### config.mk
export PLATFORM = sky130hd
export DESIGN_NAME = seq_shift_add_mult
export DESIGN_NICKNAME = d
export VERILOG_FILES = /design/src/rtl/seq_shift_add_mult.sv
export SDC_FILE = /design/constraint.sdc
export NUM_CORES = 1
export LEC_CHECK = 0
export CORE_MARGIN = 5
export CORE_UTILIZATION = 40
export DETAILED_ROUTE_END_ITERATION = 6
export PLACE_DENSITY = 0.62
export SLEW_MARGIN = 0
export SYNTH_ARGS = -nofsm -noshare
export SYNTH_HDL_FRONTEND = slang
export SYNTH_SLANG_ARGS = --single-unit
export TNS_END_PERCENT = 20
### constraint.sdc
create_clock -name clk -period 5.3 [get_ports clk]
set_clock_uncertainty 0.15 [all_clocks]
set_input_delay 1.06 -clock clk [delete_from_list [all_inputs] [get_ports clk]]
set_output_delay 1.06 -clock clk [all_outputs]
set_load 0.02 [all_outputs]
### src/rtl/seq_shift_add_mult.sv
// Sequential shift-add multiplier for unsigned mantissas: WIDTH-bit operands, 2*WIDTH-bit product.
// Latency: WIDTH RUN cycles after the accepting edge; with EARLY_TERM_EN, ends after the highest set bit of b.
// Backpressure: start is taken only while ready=1 (IDLE/DONE); starts during RUN are dropped.
module seq_shift_add_mult #(
  parameter int WIDTH = 24
) (
  input  logic               clk,
  input  logic               resetn,
  input  logic               start,
  input  logic [WIDTH-1:0]   a,
  input  logic [WIDTH-1:0]   b,
  output logic               ready,
  output logic               busy,
  output logic               done,
  output logic [2*WIDTH-1:0] product,
  output logic               zero
);

  localparam int CNT_W = $clog2(WIDTH) + 1;

  typedef enum logic [1:0] {
    S_IDLE = 2'd0,
    S_RUN  = 2'd1,
    S_DONE = 2'd2
  } state_t;

  state_t             state;
  state_t             state_nxt;
  logic [2*WIDTH-1:0] acc;
  logic [2*WIDTH-1:0] mcand;
  logic [2*WIDTH-1:0] acc_sum;
  logic [WIDTH-1:0]   mplier;
  logic [CNT_W-1:0]   cnt;
  logic               accept;
  logic               last_iter;

  assign accept  = start & ready;
  // mcand starts in the low half and shifts left at most WIDTH-1 times, so the sum cannot overflow
  assign acc_sum = mplier[0] ? (acc + mcand) : acc;

`ifdef EARLY_TERM_EN
  assign last_iter = (cnt == CNT_W'(WIDTH - 1)) || (mplier[WIDTH-1:1] == '0);
`else
  assign last_iter = (cnt == CNT_W'(WIDTH - 1));
`endif

  always_ff @(posedge clk or negedge resetn) begin
    if (!resetn) begin
      state <= S_IDLE;
    end else begin
      state <= state_nxt;
    end
  end

  always_comb begin
    state_nxt = state;
    ready     = 1'b0;
    busy      = 1'b0;
    done      = 1'b0;
    case (state)
      S_IDLE: begin
        ready = 1'b1;
        if (start) state_nxt = S_RUN;
      end
      S_RUN: begin
        busy = 1'b1;
        if (last_iter) state_nxt = S_DONE;
      end
      S_DONE: begin
        ready     = 1'b1;
        done      = 1'b1;
        state_nxt = start ? S_RUN : S_IDLE;
      end
      default: state_nxt = S_IDLE;
    endcase
  end

  always_ff @(posedge clk or negedge resetn) begin
    if (!resetn) begin
      acc     <= '0;
      mcand   <= '0;
      mplier  <= '0;
      cnt     <= '0;
      product <= '0;
      zero    <= 1'b1;
    end else if (accept) begin
      acc    <= '0;
      mcand  <= {{WIDTH{1'b0}}, a};
      mplier <= b;
      cnt    <= '0;
    end else if (state == S_RUN) begin
      acc    <= acc_sum;
      mcand  <= mcand << 1;
      mplier <= mplier >> 1;
      cnt    <= cnt + CNT_W'(1);
      if (last_iter) begin
        product <= acc_sum;
        zero    <= (acc_sum == '0);
      end
    end
  end

endmodule

Word level (Yosys, flattened, before mapping)
Cells that the tools add are included.
Storage, ports and cells
  output and inout port bits: 52
  register bits: 177
Cells by class
  equal/unequal tests: 5
  reduce and logical (&&, ||, !) cells: 6
  mux-type cells: 16
  add/subtract/negate cells: 2
  bitwise operators: 2
Operators by type and width (count)
  48-bit 2-to-1 mux: 5
  48-bit adder: 1
  48-bit zero test: 1
  24-bit 2-to-1 mux: 2
  6-bit 2-to-1 mux: 2
  6-bit by 1-bit adder with 6-bit output, second input constant: 1
  6-bit by 5-bit equality test with 1-bit output, second input constant: 1
  2-bit one-hot mux with 3 select lines: 1
  1-bit 2-to-1 mux: 4
  2-bit 2-to-1 mux: 2
  2-bit inequality test, second input constant: 2
  3-bit AND reduction: 1
  2-bit by 1-bit equality test with 1-bit output, second input constant: 1
  2-bit equality test, second input constant: 1
  2-bit zero test: 1
  2-bit AND reduction: 1
  2-bit nonzero test: 1
  2-bit OR reduction: 1
  1-bit bitwise AND: 1
  1-bit NOT: 1

Depth between registers and ports, before layout
Gate-level depths: netlist (run 1).
  depth in word-level cells: 6
  depth in mapped cells: 13

Least setup slack after synthesis (run 1)
OpenSTA, ideal clock, no wires.
  path type: flip-flop to flip-flop
  start: register acc[0]
  end: register zero
  buffers on the path: 0
  stages on the path, launching flop included: 14
  arrival time: 3.128 ns
  slack: 1.951 ns
  cell sequence: dfrtp_1 ha_1 fa_1 a211oi_2 o21ai_1 a31o_2 o311ai_2 nand2_1 a31o_1 a311oi_2 o211a_1 and4_1 nand4_1 o21ai_1
On the way
  longest elaborated chain between the ends: 3
Ends and longest elaborated chain
  from (decl): RTL line 29  | logic [2*WIDTH-1:0] acc;
  from (signal assigned): RTL line 92  | acc <= acc_sum;
  48-bit adder: RTL line 39  | assign acc_sum = mplier[0] ? (acc + mcand) : acc;
  48-bit 2-to-1 mux (*): RTL line 39
  48-bit zero test (*): RTL line 98  | zero <= (acc_sum == '0);
  to (signal assigned): RTL line 98
  to (decl): RTL line 16  | output logic zero
Mark *: on every way between the ends. The rest lies on a longest branch, timed or not.
A chain may end at the register's enable or synchronous reset.

Worst setup path after layout (run 1)
Same ends and word-level chain as after synthesis.

==> results of run 1 <==
==> per-layer routing <==
metal / wire length, µm / share of wire, % / vias up / GRT usage [%]
met3: 1590 / 5.4 / 44 / 3.97
met1: 13800 / 47 / 4408 / 28.5
met2: 13600 / 46 / 260 / 32.5
met4: 488 / 1.7 / 0 / 5.13
li1: - / - / 4403 / -
met5: 0 / 0 / - / 0
==> layout by cell type, fill, tap and decap left out, types with 6 or more instances in the layout <==
master           instances
a21oi_1                 67
nor4_1                  10
xnor2_1                 11
o21ai_1                  8
nand3_1                 21
xor2_1                  15
dfrtp_1                175
buf_4                   10
nor2b_1                  9
nand2b_1                10
o21bai_1                 6
nor3_1                   8
a22oi_1                 46
inv_1                   18
and3_1                   6
ha_1                    48
o211ai_1                12
nand4_1                 21
clkbuf_16               17
o21a_1                   7
a211oi_1                 8
a31oi_1                 10
nand2_1                256
o21ai_0                 99
a22o_1                  41
o31ai_1                  8
a21o_1                   7
clkinv_8                 6
or3_1                    7
o22ai_1                  7
nor2_1                  42
mux2i_1                 18
clkdlybuf4s50_1        101
==> report_power, final <==
part	leakage, nW	switching (mW)	internal [mW]	total, mW
registers	2.28	0.490	1.94	2.43
clock network	0.295	0.659	0.642	1.30
logic	2.79	3.06	1.93	4.98
==> worst reg2reg max path, delay by kind of cell, from the launching register on <==
family,cells,cell delay [ps]
AOI/OAI and AO/OA,6,1660
and+or+nand+nor,5,1050
adders and majority gates,2,670
DFF,1,410
==> area by class of cell <==
type	count	area [µm²]
tap	335	419
fill	2504	13600
sequential	177	4430
multi-input combinational	899	5600
timing repair buffer	113	1120
clock inverter	15	184
inverter	21	78.8
clock buffer	17	425
==> through the flow <==
| step | area [µm²] | power (mW) | util, % | instances | setup WS [ps] |
|---|---|---|---|---|---|
| after floorplan | 10400 | 5.92 | - | 1167 | 1950 |
| after global placement | 11600 | 7.33 | 45.1 | 1545 | 1380 |
| after detailed placement | 11600 | 7.39 | 45.1 | 1545 | 1350 |
| after CTS | 12300 | 8.72 | 47.4 | 1577 | 1320 |
| after global routing | 12300 | 9.43 | 47.4 | 1577 | 956 |
| final | 12300 | 8.71 | 47.4 | 1577 | 1290 |
==> final timing paths <==
check | to | slack (ps) | depth (start not counted)
setup / recovery | zero$_DFFE_PN1P_ | 1290 | 13
hold / removal | product[26]$_DFFE_PN0P_ | 330 | 2
setup reg to reg | zero$_DFFE_PN1P_ | 1290 | 13
hold reg to reg | product[26]$_DFFE_PN0P_ | 330 | 2
max in group asynchronous | mplier[0]$_DFFE_PN0P_ | 3430 | 2
min in group asynchronous | product[31]$_DFFE_PN0P_ | 620 | 1
==> registers in the layout (all words and copies together) (netlist names) <==
register,count
cnt,6
mplier,24
product,48
state,2
acc,48
zero,1
mcand,48
==> kinds of logic after synthesis <==
| logic type | synth area share, % |
|---|---|
| AOI/OAI and AO/OA | 25.2 |
| xor gates and xnor gates | 2.19 |
| adders and majority gates | 5.98 |
| buffers and inverters | 3.59 |
| DFF | 42.7 |
| muxes | 2.06 |
| and+or+nand+nor | 18.3 |
==> flow_metrics.env, run 1 <==
export IMPL_status="completed"
export IMPL_antenna_found_initial=0
export IMPL_drv_slew=0
export IMPL_cp_required_ps=5530
export IMPL_critical_path_cell_chain="ha_1 > fa_1 > a211oi_2 > o21ai_1 > a31o_2 > o311ai_1 > and3_1 > o31ai_1 > nor2_1 > nor4bb_1 > and4b_1 > nand4_1 > o21ai_1"
export IMPL_fp_dieH_um=171
export IMPL_cts_sinks=177
export IMPL_gp_congestion=0.981
export IMPL_final_layout_size_suffix_gt1_share_pct=6.28
export IMPL_synthArstFlopShare_pct=100
export IMPL_syn_area_mm2=0.0104
export IMPL_post_route_drc_count=0
export IMPL_min_period_ps=4010
export IMPL_ctsHoldBuffers=0
export IMPL_rows=59
export IMPL_area_delta_synth_final_pct=18.0
export IMPL_htree_num_levels=4
export IMPL_initial_core_util_pct=40.2
export IMPL_min_period_over_period_pct=75.6
export IMPL_netlist_instances=1167
export IMPL_vias=9115
export IMPL_yosysWarnings=0
export IMPL_yosysTopAreaCell="dfrtp_1"
export IMPL_first_iter_violations=679
export IMPL_cp_slowest_cell="o311ai_1"
export IMPL_slowest_delay_ps=610
export IMPL_cts_tree="built"
export IMPL_die_w_um=171
export IMPL_syn_avg_cell_area_um2=8.90
export IMPL_cts_repair_resized=0
export IMPL_ys_top_cells_by_area="dfrtp_1 (42%), nand2_1 (9.3%), ha_1 (5.8%)"
export IMPL_grt_max_degree=111
export IMPL_r2r_start="acc[0]$_DFFE_PN0P_"
export IMPL_wire_per_inst_um=18.7
export IMPL_synth_cell_types=89
export IMPL_hold_viol=0
export IMPL_cp_top_family="compound AO/OA/AOI/OAI gates"
export IMPL_via_per_inst=5.78
export IMPL_slew_headroom_pct=31.6
export IMPL_antenna_cells=0
export IMPL_synth_top_area_share_pct=42.4
export IMPL_setup_tns_ps=0
export IMPL_ir_drop_mv=0.231
export IMPL_worstPathArrival_ps=4230
export IMPL_hp_class="reg2reg"
export IMPL_power_leakage_nw=5.36
export IMPL_track_usage_pct=20.3
export IMPL_place_hpwl_um=20700
export IMPL_syn_num_nets=1267
export IMPL_setup_viol=0
export IMPL_cts_root_buf="clkbuf_16"
export IMPL_cap_violations=0
export IMPL_clkTransAtPathRegs_ps=80
export IMPL_cts_max_path_buffers=2
export IMPL_critPathKind="reg2reg"
export IMPL_synth_most_common_cell="nand2_1"
export IMPL_drt_wl_total_um=29500
export IMPL_timing_fmax_mhz=250
export IMPL_cts_buffers_inserted=17
export IMPL_worstSetupStartpoint="acc[0]$_DFFE_PN0P_"
export IMPL_first_pass_iters=7
export IMPL_synth_common_cells="nand2_1 (257), dfrtp_1 (176), o21ai_0 (99)"
export IMPL_io_pin_count=103
export IMPL_yosys_most_used_dff="dfrtp_1"
export IMPL_clock_latency_ps=440
export IMPL_grt_pass1_wl_um=48000
export IMPL_crit_fanout=5
export IMPL_antenna_left=0
export IMPL_dieArea_mm2=0.0293
export IMPL_post_cts_buffers=0
export IMPL_hp_start="product[26]$_DFFE_PN0P_"
export IMPL_critPathLaunchType="flip-flop"
export IMPL_ys_seq_area_share_pct=42.7
export IMPL_grt_pass1_vias=8955
export IMPL_gr_total_overflow=0
export IMPL_critical_path_endpoint_type="flip-flop"
export IMPL_fin_hold_ws_ps=329
export IMPL_worst_pin_slew_ps=1030
export IMPL_synth_seq_cells=177
export IMPL_cp_buffers_inverters=0
export IMPL_rsz0062_at_grt="false"
export IMPL_crit_top_cell="o21ai_1"
export IMPL_num_nets_final=1329
export IMPL_synth_edf_count=0
export IMPL_io_buffers=102
export IMPL_fp_coreArea_mm2=0.0258
export IMPL_powerDensity_mw_per_mm2=711
No activity file was read; power rests on OpenSTA's default activity.
==> run 2, diff against run 1 <==
- clock period: 5.3 -> 3.8 ns (I/O delays scaled with it)
==> run 2 against run 1 <==
Compared with the run above: hold slack got worse by 170 ps; total power increased by 44%; sequential cell count unchanged; sequential power increased by 41%; via count increased by 0.43%; critical path type unchanged; largest cell class unchanged.
==> flow_metrics.env, run 2 (synthesis results as in run 1) <==
export IMPL_status="completed"
export IMPL_slowest_delay_ps=440
export IMPL_critical_path_cell_chain="ha_1 > nand2_1 > o21ai_1 > a211o_1 > nand3_1 > a21oi_2 > nor2_1 > o31a_1 > o311ai_2 > xnor2_1 > nand4_1 > o21ai_1"
export IMPL_critical_path_endpoint_type="flip-flop"
export IMPL_worstPathArrival_ps=3870
export IMPL_clock_latency_ps=450
export IMPL_initial_core_util_pct=40.2
export IMPL_cts_tree="built"
export IMPL_cts_buffers_inserted=17
export IMPL_r2r_start="acc[8]$_DFFE_PN0P_"
export IMPL_cts_max_path_buffers=2
export IMPL_most_common_layout_cells="nand2_1 (255), dfrtp_1 (175), clkdlybuf4s50_1 (101)"
export IMPL_hp_class="in2async"
export IMPL_cp_required_ps=4020
export IMPL_hold_viol=0
export IMPL_worstSetupStartpoint="acc[8]$_DFFE_PN0P_"
export IMPL_rows=59
export IMPL_power_leakage_nw=5.46
export IMPL_via_per_inst=5.73
export IMPL_cp_top_family="compound AO/OA/AOI/OAI gates"
export IMPL_fp_coreArea_mm2=0.0258
export IMPL_grt_pass1_wl_um=48400
export IMPL_ff2ff_setup_slack_ps=150
export IMPL_cts_sinks=177
export IMPL_gp_congestion=0.908
export IMPL_instances_no_fill=1597
export IMPL_timing_rr_end="zero$_DFFE_PN1P_"
export IMPL_drt_wl_total_um=29600
export IMPL_first_pass_iters=5
export IMPL_first_iter_violations=682
export IMPL_min_period_ps=3650
export IMPL_slew_headroom_pct=42.1
export IMPL_reg_top3="acc: 48 flops, mcand: 48 flops, product: 48 flops"
export IMPL_reg2reg_depth=12
export IMPL_cp_buffers_inverters=0
export IMPL_crit_fanout=7
export IMPL_fp_dieH_um=171
export IMPL_io_pin_count=103
export IMPL_grt_pass1_vias=9026
export IMPL_cts_repair_resized=0
export IMPL_critPathKind="reg2reg"
export IMPL_antenna_left=0
export IMPL_cap_violations=0
export IMPL_timing_fmax_mhz=274
export IMPL_wire_per_inst_um=18.5
export IMPL_drv_slew=0
export IMPL_die_w_um=171
export IMPL_cts_root_buf="clkbuf_16"
export IMPL_io_buffers=102
export IMPL_ir_drop_mv=0.367
export IMPL_place_area_mm2=0.0118
export IMPL_place_hpwl_um=21000
export IMPL_antenna_found_initial=0
export IMPL_ctsHoldBuffers=0
export IMPL_worst_pin_slew_ps=866
export IMPL_crit_top_cell="o21ai_1"
export IMPL_vias=9154
export IMPL_track_usage_pct=20.5
export IMPL_htree_num_levels=4
export IMPL_powerDensity_mw_per_mm2=1000
export IMPL_fin_area_mm2=0.0126
export IMPL_final_common_cell="nand2_1"
export IMPL_setup_viol=0
export IMPL_min_period_over_period_pct=96.0
export IMPL_gr_total_overflow=0
export IMPL_clkTransAtPathRegs_ps=80
export IMPL_post_cts_buffers=0
export IMPL_dieArea_mm2=0.0293
export IMPL_antenna_cells=0
export IMPL_area_delta_synth_final_pct=20.9
export IMPL_final_layout_size_suffix_gt1_share_pct=8.95
export IMPL_cp_slowest_cell="ha_1"
export IMPL_dp_cells=1565
export IMPL_critPathLaunchType="flip-flop"
export IMPL_grt_max_degree=83
export IMPL_post_route_drc_count=0
export IMPL_num_nets_final=1349
export IMPL_fin_hold_ws_ps=161
==> run 2: cell types whose count changed in the layout (fill, tap and decap cells not counted), sizes merged <==
cell and delta:
buf +20, bufinv +1, clkinv -4, clkinvlp +3
==> run 2: worst max path at each step <==
stage / end / slack, ps / cells after the start
final: zero$_DFFE_PN1P_ / 150 / 12
after global routing: zero$_DFFE_PN1P_ / -10 / 12
after CTS: zero$_DFFE_PN1P_ / 10 / 13
after detailed placement: zero$_DFFE_PN1P_ / 50 / 13
after global placement: zero$_DFFE_PN1P_ / 130 / 13
after floorplan: zero$_DFFE_PN1P_ / 450 / 13
==> run 2: final cells by class <==
| type | count | area [µm²] |
|---|---|---|
| fill | 2499 | 13300 |
| multi-input combinational | 899 | 5720 |
| sequential | 177 | 4430 |
| clock buffer | 17 | 425 |
| inverter | 21 | 78.8 |
| tap | 335 | 419 |
| clock inverter | 15 | 186 |
| timing repair buffer | 133 | 1290 |
==> run 2: metrics by stage <==
step           TNS (ps)  worst slack (ps)  utilization, %  total power [mW]
2_1_floorplan         0               451               -              8.26
3_3_place_gp          0               134            45.7              10.4
3_5_place_dp          0              51.5            45.7              10.5
4_1_cts               0              14.7            48.1              12.4
5_1_grt           -12.0             -12.0            48.6              13.5
6_report              0               151            48.6              12.5
==> run 2: worst register-to-register path: cells and delay by family (launching register included) <==
kind | cells | cell delay [ps]
AOI/OAI and AO/OA | 6 | 1740
DFF | 1 | 430
adders and majority gates | 1 | 440
xor gates and xnor gates | 1 | 260
and+or+nand+nor | 4 | 560
==> run 2: metal layers <==
metal / share of wire [%] / wire length (µm) / track usage (%) / vias to the layer above
met3: 5.0 / 1480 / 3.07 / 37
met1: 47 / 13900 / 29.2 / 4426
met4: 2.0 / 588 / 5.75 / 0
li1: - / - / - / 4442
met2: 46 / 13600 / 32.8 / 249
met5: 0 / 0 / 0 / -
==> run 2: where the power goes <==
group / internal, mW / switching (mW) / total [mW]
combinational: 2.93 / 4.36 / 7.29
sequential: 2.70 / 0.716 / 3.42
clock: 0.947 / 0.890 / 1.84
total: 6.58 / 5.97 / 12.5
==> run 3, diff against run 2 <==
- REMOVE_ABC_BUFFERS: unset -> 1
==> run 3 against run 2 <==
Compared with the run above: clock-buffer cell count rose by 1; total power rose by 2.2%; sequential share of layout area fell by 0.56 points; routed wire length rose by 1.7%.
==> flow_metrics.env, run 3 (synthesis results as in run 1) <==
export IMPL_final_common_cell="nand2_1"
export IMPL_dp_cells=1577
export IMPL_ff2ff_setup_slack_ps=80
export IMPL_critical_path_cell_chain="ha_1 > fa_2 > a211oi_4 > o21ai_2 > a31o_2 > o31ai_2 > xor2_1 > a21oi_1 > nor4bb_4 > o2111ai_2 > and4b_1 > nand4_1 > o21ai_1"
export IMPL_via_per_inst=5.69
export IMPL_slew_headroom_pct=49.0
export IMPL_clkTransAtPathRegs_ps=70
export IMPL_most_common_layout_cells="nand2_1 (255), dfrtp_1 (175), clkdlybuf4s50_1 (101)"
export IMPL_antenna_cells=0
export IMPL_place_hpwl_um=21400
export IMPL_cp_required_ps=4020
export IMPL_antenna_found_initial=0
export IMPL_critPathKind="reg2reg"
export IMPL_cp_buffers_inverters=0
export IMPL_hold_viol=0
export IMPL_fp_coreArea_mm2=0.0258
export IMPL_cts_max_path_buffers=2
export IMPL_netSwitchingPower_mw=6.05
export IMPL_grt_pass1_vias=9085
export IMPL_timing_fmax_mhz=268
export IMPL_use_met1_pct=28.1
export IMPL_area_delta_synth_final_pct=22.8
export IMPL_timing_rr_end="zero$_DFFE_PN1P_"
export IMPL_post_route_drc_count=0
export IMPL_ctsHoldBuffers=0
export IMPL_p_comb_share_pct=59.8
export IMPL_gp_congestion=0.941
export IMPL_htree_num_levels=4
export IMPL_rows=59
export IMPL_top_usage_layer="met2"
export IMPL_grt_pass1_wl_um=48800
export IMPL_cp_slowest_cell="dfrtp_1"
export IMPL_setup_viol=0
export IMPL_dieArea_mm2=0.0293
export IMPL_first_iter_violations=602
export IMPL_cap_violations=0
export IMPL_antenna_left=0
export IMPL_grt_max_degree=83
export IMPL_reg2reg_depth=13
export IMPL_io_pin_count=103
export IMPL_cp_top_family="compound AO/OA/AOI/OAI gates"
export IMPL_finalPower_mw=12.8
export IMPL_cts_root_buf="clkbuf_16"
export IMPL_io_buffers=102
export IMPL_gr_total_overflow=0
export IMPL_vias=9178
export IMPL_instances_no_fill=1614
export IMPL_fp_dieH_um=171
export IMPL_wire_per_inst_um=18.7
export IMPL_first_pass_iters=5
export IMPL_num_nets_final=1366
export IMPL_cts_buffers_inserted=17
export IMPL_p_clk_share_pct=13.8
export IMPL_critical_path_endpoint_type="flip-flop"
export IMPL_worstPathArrival_ps=3940
export IMPL_seqPwrFrac_pct=26.4
export IMPL_crit_fanout=5
export IMPL_hp_class="in2async"
export IMPL_switching_share_pct=47.1
export IMPL_drt_wl_total_um=30100
export IMPL_slowest_delay_ps=390
export IMPL_met3_usage_pct=3.47
export IMPL_powerDensity_mw_per_mm2=1010
export IMPL_final_layout_size_suffix_gt1_share_pct=11.8
export IMPL_critPathLaunchType="flip-flop"
export IMPL_cellInternalPower_mw=6.78
export IMPL_status="completed"
export IMPL_met2_usage_pct=34.9
export IMPL_track_usage_pct=20.8
export IMPL_min_period_ps=3720
export IMPL_power_leakage_nw=5.56
export IMPL_min_period_over_period_pct=98.0
export IMPL_cts_tree="built"
export IMPL_cts_sinks=177
export IMPL_initial_core_util_pct=40.2
export IMPL_r2r_start="acc[0]$_DFFE_PN0P_"
export IMPL_ir_drop_mv=0.373
export IMPL_reg_top3="acc: 48 flops, mcand: 48 flops, product: 48 flops"
export IMPL_drv_slew=0
export IMPL_post_route_util_pct=49.4
export IMPL_clock_latency_ps=440
export IMPL_die_w_um=171
export IMPL_worst_pin_slew_ps=765
-- run 3: final cells by class --
class / instances / area [µm²]
fillers: 2503 / 13100
multi-input cells: 899 / 5840
flip-flops and latches: 177 / 4430
repair buffers: 150 / 1410
clock buffers: 18 / 429
well taps: 335 / 419
clock inverters: 14 / 143
inverters: 21 / 78.8
-- run 3: per-layer routing --
layer | wire, µm | vias up
li1 | - | 4472
met1 | 13900 | 4474
met2 | 14500 | 195
met3 | 1220 | 37
met4 | 515 | 0
met5 | 0 | -
-- run 3: how the worst max path moves through the flow --
stage	slack [ps]	cells past startpoint	start	endpoint
after floorplan	-3400	4	state[0]$_DFFE_PN0P_	acc[14]$_DFFE_PN0P_
after global placement	-80	12	mcand[20]$_DFFE_PN0P_	zero$_DFFE_PN1P_
after detailed placement	-50	14	mcand[0]$_DFFE_PN0P_	zero$_DFFE_PN1P_
after CTS	5	12	mcand[9]$_DFFE_PN0P_	zero$_DFFE_PN1P_
after global routing	-30	13	acc[0]$_DFFE_PN0P_	zero$_DFFE_PN1P_
final	80	13	acc[0]$_DFFE_PN0P_	zero$_DFFE_PN1P_
-- run 3: worst reg2reg max path: cells and delay by family, from the launching register on --
family,cells,cell delay [ps]
simple gates,3,830
flops,1,390
xor+xnor,1,190
fa+ha+maj,2,620
compound gates,7,1470
-- run 3: power by group through the flow --
stage	registers, mW	logic [mW]	clock network, mW
after floorplan	3.49	4.66	0
after global placement	3.39	7.21	0
after detailed placement	3.40	7.26	0
after CTS	3.38	7.37	1.81
after global routing	3.50	8.44	1.89
final	3.38	7.67	1.78
-- run 3: metrics by stage --
stage          hold slack (ps)  instance area, µm²  TNS (ps)  worst slack, ps
2_1_floorplan              296               10100   -428930            -3400
3_3_place_gp               308               11900     -83.0            -83.0
3_5_place_dp               313               11900     -47.9            -47.9
4_1_cts                    242               12500         0             5.40
5_1_grt                    271               12800     -25.3            -25.3
6_report                   221               12800         0             75.4
-- run 3: what timing repair did --
action	in CTS	in global routing
resized for setup	9	38
buffers inserted	1	4
endpoints found under the setup margin	1	6
pin swaps	2	14
